===== config.mk =====
export PLATFORM = sky130hd
export DESIGN_NAME = char_locate_ctrl
export DESIGN_NICKNAME = d
export VERILOG_FILES = /design/src/rtl/char_locate_ctrl.sv
export SDC_FILE = /design/constraint.sdc
export NUM_CORES = 1
export LEC_CHECK = 0
export BUFFER_PORTS_ARGS = -buffer_cell sky130_fd_sc_hd__clkbuf_2
export CAP_MARGIN = 20
export CORE_MARGIN = 2
export CORE_UTILIZATION = 40
export DETAILED_ROUTE_END_ITERATION = 10
export PLACE_DENSITY = 0.54
export SKIP_LAST_GASP = 1
export SYNTH_ARGS = -nofsm -noshare
export SYNTH_HDL_FRONTEND = slang
export SYNTH_SLANG_ARGS = --single-unit

===== constraint.sdc =====
create_clock -name clk -period 18.8 [get_ports clk]
set_input_delay 1.88 -clock clk [delete_from_list [all_inputs] [get_ports clk]]
set_output_delay 1.88 -clock clk [all_outputs]
set_load 0.01 [all_outputs]

===== src/rtl/char_locate_ctrl.sv =====
// Plate window tracker: locks onto a stable plate box across frames, then splits
// its width into CHAR_NUM equal character column slots.
module char_locate_ctrl #(
  parameter int STABLE_FRAMES = 3,
  parameter int TOL           = 2,
  parameter int MIN_W         = 40,
  parameter int MIN_H         = 20,
  parameter int CHAR_NUM      = 7
) (
  input  logic        clk,
  input  logic        rst,
  input  logic        i_vs,
  input  logic [11:0] edge_left,
  input  logic [11:0] edge_right,
  input  logic [11:0] edge_up,
  input  logic [11:0] edge_dowm,
  output logic        lock,
  output logic [11:0] win_left,
  output logic [11:0] win_right,
  output logic [11:0] win_up,
  output logic [11:0] win_dowm,
  output logic        char_valid,
  output logic [3:0]  char_idx,
  output logic [11:0] char_x_start,
  output logic [11:0] char_x_end,
  output logic        split_done,
  output logic        busy
);

  localparam int CW = $clog2(STABLE_FRAMES + 1);
  localparam logic [CW-1:0] SF    = CW'(STABLE_FRAMES);
  localparam logic [3:0]    CN    = 4'(CHAR_NUM);
  localparam logic [12:0]   TOL13 = 13'(TOL);
  localparam logic [12:0]   MINW  = 13'(MIN_W);
  localparam logic [12:0]   MINH  = 13'(MIN_H);

  typedef enum logic [1:0] {TRACK, CHECK, DIV, SPLIT} state_t;

  state_t        state_q;
  logic          vs_q;
  logic [CW-1:0] stable_q, stable_d;
  logic [11:0]   cand_l_q, cand_r_q, cand_u_q, cand_d_q;
  logic [11:0]   ref_l_q, ref_r_q, ref_u_q, ref_d_q;
  logic [11:0]   ref_l_d, ref_r_d, ref_u_d, ref_d_d;
  logic [11:0]   dvd_q, step_q, pos_q;
  logic [3:0]    rem_q, div_cnt_q, slot_q;
  logic [4:0]    rem_sh, rem_nx;
  logic [12:0]   w13, h13;
  logic          fe, cand_ok, match, div_ge;

  function automatic logic near(input logic [11:0] a, input logic [11:0] b);
    logic [11:0] d;
    d = (a >= b) ? a - b : b - a;
    return {1'b0, d} <= TOL13;
  endfunction

  always_comb begin
    fe      = vs_q & ~i_vs;
    w13     = {1'b0, cand_r_q} - {1'b0, cand_l_q};
    h13     = {1'b0, cand_d_q} - {1'b0, cand_u_q};
    cand_ok = (cand_r_q > cand_l_q) && (cand_d_q > cand_u_q) && (w13 >= MINW) && (h13 >= MINH);
    match   = (stable_q != '0) && near(cand_l_q, ref_l_q) && near(cand_r_q, ref_r_q) &&
              near(cand_u_q, ref_u_q) && near(cand_d_q, ref_d_q);
    stable_d = match ? ((stable_q == SF) ? SF : stable_q + CW'(1)) : CW'(1);
    ref_l_d  = match ? ref_l_q : cand_l_q;
    ref_r_d  = match ? ref_r_q : cand_r_q;
    ref_u_d  = match ? ref_u_q : cand_u_q;
    ref_d_d  = match ? ref_d_q : cand_d_q;
    // restoring divider: quotient bits shift into dvd_q as the dividend shifts out
    rem_sh   = {rem_q, dvd_q[11]};
    div_ge   = rem_sh >= {1'b0, CN};
    rem_nx   = div_ge ? rem_sh - {1'b0, CN} : rem_sh;
  end

  always_ff @(posedge clk) begin
    if (rst) begin
      state_q      <= TRACK;
      vs_q         <= 1'b1;
      stable_q     <= '0;
      cand_l_q     <= '0; cand_r_q <= '0; cand_u_q <= '0; cand_d_q <= '0;
      ref_l_q      <= '0; ref_r_q  <= '0; ref_u_q  <= '0; ref_d_q  <= '0;
      dvd_q        <= '0; step_q   <= '0; pos_q    <= '0;
      rem_q        <= '0; div_cnt_q <= '0; slot_q  <= '0;
      lock         <= 1'b0;
      win_left     <= '0; win_right <= '0; win_up <= '0; win_dowm <= '0;
      char_valid   <= 1'b0;
      char_idx     <= '0;
      char_x_start <= '0;
      char_x_end   <= '0;
      split_done   <= 1'b0;
      busy         <= 1'b0;
    end else begin
      vs_q       <= i_vs;
      char_valid <= 1'b0;
      split_done <= 1'b0;
      case (state_q)
        TRACK: if (fe) begin
          cand_l_q <= edge_left;  cand_r_q <= edge_right;
          cand_u_q <= edge_up;    cand_d_q <= edge_dowm;
          state_q  <= CHECK;
        end
        CHECK: begin
          if (!cand_ok) begin
            stable_q <= '0;
            lock     <= 1'b0;
            state_q  <= TRACK;
          end else begin
            stable_q <= stable_d;
            ref_l_q  <= ref_l_d; ref_r_q <= ref_r_d;
            ref_u_q  <= ref_u_d; ref_d_q <= ref_d_d;
            if (!match) lock <= 1'b0;
            if (stable_d == SF) begin
              lock      <= 1'b1;
              win_left  <= ref_l_d; win_right <= ref_r_d;
              win_up    <= ref_u_d; win_dowm  <= ref_d_d;
              dvd_q     <= ref_r_d - ref_l_d;
              rem_q     <= '0;
              div_cnt_q <= '0;
              busy      <= 1'b1;
              state_q   <= DIV;
            end else begin
              state_q <= TRACK;
            end
          end
        end
        DIV: begin
          rem_q     <= rem_nx[3:0];
          dvd_q     <= {dvd_q[10:0], div_ge};
          div_cnt_q <= div_cnt_q + 4'd1;
          if (div_cnt_q == 4'd11) begin
            step_q  <= {dvd_q[10:0], div_ge};
            pos_q   <= win_left;
            slot_q  <= '0;
            state_q <= SPLIT;
          end
        end
        SPLIT: begin
          if (slot_q != CN) begin
            char_valid   <= 1'b1;
            char_idx     <= slot_q;
            char_x_start <= pos_q;
            char_x_end   <= pos_q + step_q - 12'd1;
            pos_q        <= pos_q + step_q;
            slot_q       <= slot_q + 4'd1;
          end else begin
            split_done <= 1'b1;
            busy       <= 1'b0;
            state_q    <= TRACK;
          end
        end
        default: state_q <= TRACK;
      endcase
    end
  end

endmodule


==> run_results.csv, run 1 <==
group,metric,value,unit
status,outcome,"finished, final reports clean",
timing,fin_crit,7.98,ns
job,maxCapViolCount,0,
clock_tree,clk_pin_slew,0.06,ns
clock_tree,hold_buffers,0,
timing,rsz0062_at_grt,"no",
clock_tree,cts_buffer_depth,3,
synthesis,syn_area,16100,sq um
clock_tree,cts_setup_buffers,0,
route,remaining_drc_errors,0,
synthesis,ys_async_sr_fraction,0,
setup_path,crit_fanout,31,
setup_path,cp_common_cell,"a21o_1",
setup_path,slowest_delay,0.78,ns
clock_tree,htree_levels,1,
grt,antenna_found_initial,0,
setup_path,start_kind,"flip-flop",
synthesis,synth_edf_count,0,
clock_tree,cts_tree,"built",
route,dr.pass1.iters,6,
placed_design,placedCellCount,2578,
final_layout,diodes,0,
worst_hold_path,min-delay-path-class,"flip-flop to flip-flop",
final_layout,nets,2293,
synthesis,synth_cells,2028,
synthesis,synth_largest_area_cell,"dfxtp_1",
clock_tree,cts_root_buf,"clkbuf_16",
floorplanning,die_x,205,um
final_layout,drive_above_1_share,0.118,
setup_path,regToRegSetupSlack,10.82,ns
power_and_ir_drop,peakVddDrop,63.7,uV
worst_hold_path,hold_start,"char_x_start[6]",
clock_tree,cts_buffers,29,
timing,drv_slew,0,
route,post_drt_wl_per_cell,19.9,um
final_layout,area_delta_synth_final,11.6,%
setup_path,r2r_end,"dvd_q[11]",
floorplanning,core-area,39700,sq um
grt,grt.total_usage,0.247,
grt,overflow,0,
worst_hold_path,worstHoldPathCells,2,
timing,worst_pin_slew,1.03,ns
clock_tree,cts_sinks,229,
synthesis,synth_seq_area_share,0.284,
floorplanning,start_util,0.406,
timing,setup_tns,0,ns
route,drtIter0Drc,970,
route,routed_wl,52500,um
setup_path,cp_data_required_time,19.30,ns
timing,maxSlewHeadroom,0.302,
setup_path,worst-setup-path-type,"flip-flop to flip-flop",
setup_path,arrival,8.47,ns
floorplanning,num_rows,73,
floorplanning,ios,131,
power_and_ir_drop,powerDensity,83.4,nW/um^2
synthesis,yosysMostFrequentCell,"nand2_1",
placed_design,place.detailed.hpwl,40400,um
timing,hold_viol,0,
clock_tree,insertion_delay,0.57,ns
power_and_ir_drop,p_leak,0.00744,uW
grt,grt_pass1_wl,81500,um
route,vias,14900,
synthesis,synth_nets,2233,
setup_path,critPathSlowestCell,"nand4_1",
route,ant_nets,0,
synthesis,avgSynthCellArea,7.95,sq um
placed_design,portBuffers,130,
final_layout,stdcell_count,2633,
synthesis,synth_area_leaders,"dfxtp_1 (28%), ha_1 (11%), a21oi_1 (6.1%)",
synthesis,synth_ff_type,"dfxtp_1",
timing,max_freq,0.125,GHz
synthesis,synth_common_cells,"nand2_1 (244), dfxtp_1 (229), a21oi_1 (196), nor2_1 (170), ha_1 (142)",
grt,grt_pass1_vias,14100,
floorplanning,die_y,205,um
setup_path,crit_path_end_kind,"flip-flop",
synthesis,ys_seq_elements,229,
synthesis,yosysWarnings,0,
grt,grt_max_degree,95,
synthesis,yosys.area.top_type_share,0.284,
route,via_per_inst,5.65,
setup_path,r2r_cells,26,
timing,skew,0.0209,ns
worst_hold_path,whs_endpoint,"char_x_start[6]",
clock_tree,cts.repair.resized,0,
placed_design,gp_congestion,0.911,
synthesis,synthDistinctLibCells,90,
setup_path,r2r-start,"cand_u_q[1]",
floorplanning,dieArea,41900,sq um
timing,period_share,0.424,
timing,setup_violations,0,
==> final cells by class <==
cell class                      count  area [sq um]
Clock buffer                       45           846
Clock inverter                      6          65.1
Fill cell                        4030         21700
Inverter                          133           499
Multi-Input combinational cell   1546         10500
Sequential cell                   229          4580
Tap cell                          525           657
Timing Repair Buffer              149           815
==> cell families after synthesis <==
family,synth area share
simple gates,0.200
xor+xnor,0.0375
flops,0.284
mux,0.0511
compound gates,0.238
fa+ha+maj,0.125
buf+inv,0.0640
==> worst max-delay path by stage <==
stage	from	endpoint	slack [ns]	depth (start not counted)
final	cand_u_q[1]	dvd_q[11]	10.82	26
after global routing	cand_u_q[1]	dvd_q[11]	10.20	26
after CTS	cand_u_q[1]	dvd_q[11]	10.82	26
after detailed placement	cand_u_q[1]	dvd_q[11]	10.85	26
after global placement	cand_u_q[1]	dvd_q[11]	10.83	26
after floorplan	cand_u_q[1]	dvd_q[11]	12.89	26
==> critical path: cells and delay by family (launching register included) <==
kind	cells	cell delay, ns
XOR/XNOR	1	0.16
AND/OR/NAND/NOR	7	1.64
multiplexers	2	0.72
AO/OA/AOI/OAI	11	3.17
buffers and inverters	3	0.92
adder cells (fa/ha/maj)	2	0.75
flip-flops	1	0.53
==> stage by stage <==
stage	instance area [sq um]	hold WS [ns]	worst slack, ns	total power (uW)	util
6_report	18000	0.456	10.82	1500	0.453
2_1_floorplan	16100	0.437	12.89	842	-
3_5_place_dp	17000	0.449	10.85	962	0.429
5_1_grt	18000	0.481	10.20	1580	0.453
4_1_cts	17900	0.457	10.82	1500	0.451
3_3_place_gp	17000	0.442	10.83	965	0.429
==> placed cells by master (no fill, tap or decap), types with 7 or more instances in the layout <==
cell,count
and3_1,16
xor2_1,30
a21oi_1,196
and2_1,14
nand2_1,244
nor3_1,29
inv_1,133
nor2_1,168
buf_4,16
nand3_1,50
xnor2_1,39
a211oi_2,23
ha_1,142
nor4_1,12
nor2b_1,27
a221oi_1,7
fa_1,12
o21bai_1,10
nand2b_1,26
o21ai_0,92
a211oi_1,50
a21o_1,42
a211o_1,8
o21a_1,15
o211ai_1,9
clkbuf_2,129
nand4_1,25
or2_2,9
a31oi_1,16
clkbuf_1,10
mux2i_1,80
clkbuf_16,29
dfxtp_1,229
a311oi_1,15
==> per-layer routing <==
layer	vias to the layer above	track usage	routed length, um
li1	7323	-	-
met1	7074	0.341	24900
met2	392	0.389	23000
met3	81	0.0410	2780
met4	0	0.0813	1840
met5	-	0	0
==> report_power, final <==
group	internal, uW	switching (uW)	total, uW
combinational	179	274	453
clock	320	218	538
sequential	495	13.7	508
total	994	505	1500
Power figures use the tool's default switching activity.
==> run 2, diff against run 1 <==
- PLACE_DENSITY: 0.54 -> 0.56
- clock period: 18.8 -> 7.18 ns (I/O delays scaled with it)
==> run 2 against run 1 <==
  * Global-route usage fell by 0.092 points
  * Largest cell class unchanged
  * Highest routed layer unchanged
  * Combinational power grew to 2.6 times the previous value
  * Largest power group unchanged
  * Hold slack worse by 0.084 ns
  * Critical path type unchanged
  * Critical endpoint unchanged
  * Utilization rose by 0.38 points
==> run_results.csv, run 2 (synthesis results as in run 1) <==
group,metric,value,unit
status,outcome,"finished, final reports clean",
timing,setup_violations,0,
grt,grt_pass1_vias,14100,
clock_tree,insertion_delay,0.57,ns
worst_hold_path,min-delay-path-class,"primary input to flip-flop",
clock_tree,cts_buffer_depth,3,
final_layout,layout_common_cells,"nand2_1 (244), dfxtp_1 (229), a21oi_1 (196), nor2_1 (168), ha_1 (142)",
clock_tree,htree_levels,1,
setup_path,start_kind,"flip-flop",
grt,overflow,0,
placed_design,portBuffers,130,
setup_path,crit_fanout,20,
setup_path,worst-setup-path-type,"flip-flop to flip-flop",
placed_design,place.detailed.hpwl,40100,um
route,dr.pass1.iters,5,
floorplanning,die_y,205,um
setup_path,crit_path_end_kind,"flip-flop",
final_layout,nets,2307,
route,remaining_drc_errors,0,
grt,grt_pass1_wl,81400,um
power_and_ir_drop,powerDensity,220,nW/um^2
timing,layout_setup_ws,0.494,ns
setup_path,r2r_cells,25,
final_layout,drive_above_1_share,0.123,
worst_hold_path,whs_endpoint,"cand_r_q[4]",
timing,fin_crit,6.69,ns
setup_path,r2r_end,"dvd_q[11]",
power_and_ir_drop,power,3990,uW
timing,max_freq,0.150,GHz
worst_hold_path,worstHoldPathCells,3,
floorplanning,start_util,0.406,
setup_path,regToRegSetupSlack,0.49,ns
floorplanning,ios,131,
power_and_ir_drop,p_leak,0.00752,uW
clock_tree,cts_sinks,229,
clock_tree,cts_tree,"built",
route,post_drt_wl_per_cell,19.8,um
setup_path,cp_data_required_time,7.67,ns
timing,rsz0062_at_grt,"no",
grt,antenna_found_initial,0,
power_and_ir_drop,peakVddDrop,201,uV
grt,grt.total_usage,0.246,
floorplanning,dieArea,41900,sq um
route,ant_nets,0,
timing,drv_slew,0,
clock_tree,hold_buffers,0,
final_layout,diodes,0,
route,routed_wl,52400,um
worst_hold_path,hold_start,"edge_right[4]",
route,drtIter0Drc,1074,
timing,skew,0.0160,ns
clock_tree,clk_pin_slew,0.06,ns
floorplanning,num_rows,73,
timing,worst_pin_slew,0.999,ns
route,vias,15000,
timing,period_share,0.931,
route,via_per_inst,5.67,
placed_design,preCtsSetupSlack,0.565,ns
placed_design,gp_congestion,0.957,
final_layout,area_delta_synth_final,12.5,%
job,maxCapViolCount,0,
clock_tree,cts_buffers,28,
timing,setup_tns,0,ns
timing,hold_viol,0,
timing,maxSlewHeadroom,0.317,
final_layout,layout_commonest_cell,"nand2_1",
clock_tree,cts_root_buf,"clkbuf_16",
grt,grt_max_degree,89,
floorplanning,core-area,39700,sq um
setup_path,arrival,7.18,ns
floorplanning,die_x,205,um
final_layout,fill_cells,3990,
setup_path,r2r-start,"cand_u_q[1]",
run 2: layout make-up:
type	instances	area [sq um]	share of cell area
Clock buffer	40	777	0.0428
Inverter	133	499	0.0275
Clock inverter	8	146	0.00807
Tap cell	525	657	0.0362
Timing Repair Buffer	164	948	0.0523
Multi-Input combinational cell	1546	10500	0.580
Sequential cell	229	4580	0.253
run 2: worst max-delay path: stages (launching register included):
cell       delay (ns)
dfxtp_1          0.47
inv_1            0.15
fa_1             0.48
nand2b_1         0.17
o2bb2ai_2        0.19
a2111oi_4        0.57
nor4_1           0.14
a2111oi_0        0.62
mux2i_1          0.35
a21oi_1          0.07
and4b_1          0.23
nand4_1          0.13
buf_4            0.36
mux2i_1          0.42
ha_1             0.29
nor2b_1          0.12
o21ai_0          0.15
nand2b_1         0.10
a21o_1           0.19
a21o_1           0.20
a21o_1           0.19
a41o_1           0.26
o41a_1           0.33
xnor2_1          0.17
nand2_1          0.07
a31oi_1          0.18
run 2: per-layer routing:
| layer | routed length, um | GRT usage | vias up |
|---|---|---|---|
| met5 | 0 | 0 | - |
| met4 | 1490 | 0.0704 | 0 |
| met3 | 2580 | 0.0290 | 76 |
| met2 | 23000 | 0.388 | 400 |
| met1 | 25400 | 0.352 | 7167 |
| li1 | - | - | 7341 |
run 2: how the worst max path moves through the flow:
stage	start	to	slack (ns)	cells past startpoint
after floorplan	cand_u_q[1]	dvd_q[11]	1.27	26
after global routing	cand_u_q[1]	dvd_q[10]	0.04	26
final	cand_u_q[1]	dvd_q[11]	0.49	25
after detailed placement	cand_u_q[1]	dvd_q[11]	0.56	25
after global placement	cand_d_q[0]	dvd_q[11]	0.67	27
after CTS	cand_u_q[1]	dvd_q[11]	0.50	25
run 2: report_power, final:
part           switching [uW]  internal [uW]
sequential               33.6           1290
combinational             712            476
clock                     583            889
run 2: through the flow:
stage	cell area [sq um]	util	instances	hold WS, ns
5_1_grt	18100	0.456	2645	0.373
4_1_cts	18100	0.455	2643	0.355
2_1_floorplan	16100	-	2028	0.437
6_report	18100	0.456	2645	0.373
3_3_place_gp	17200	0.432	2595	0.445
3_5_place_dp	17200	0.432	2595	0.449
run 2: what timing repair did:
action                                  CTS  global route
setup buffers                             0             0
resized for setup                         0             1
endpoints found under the setup margin    0             2
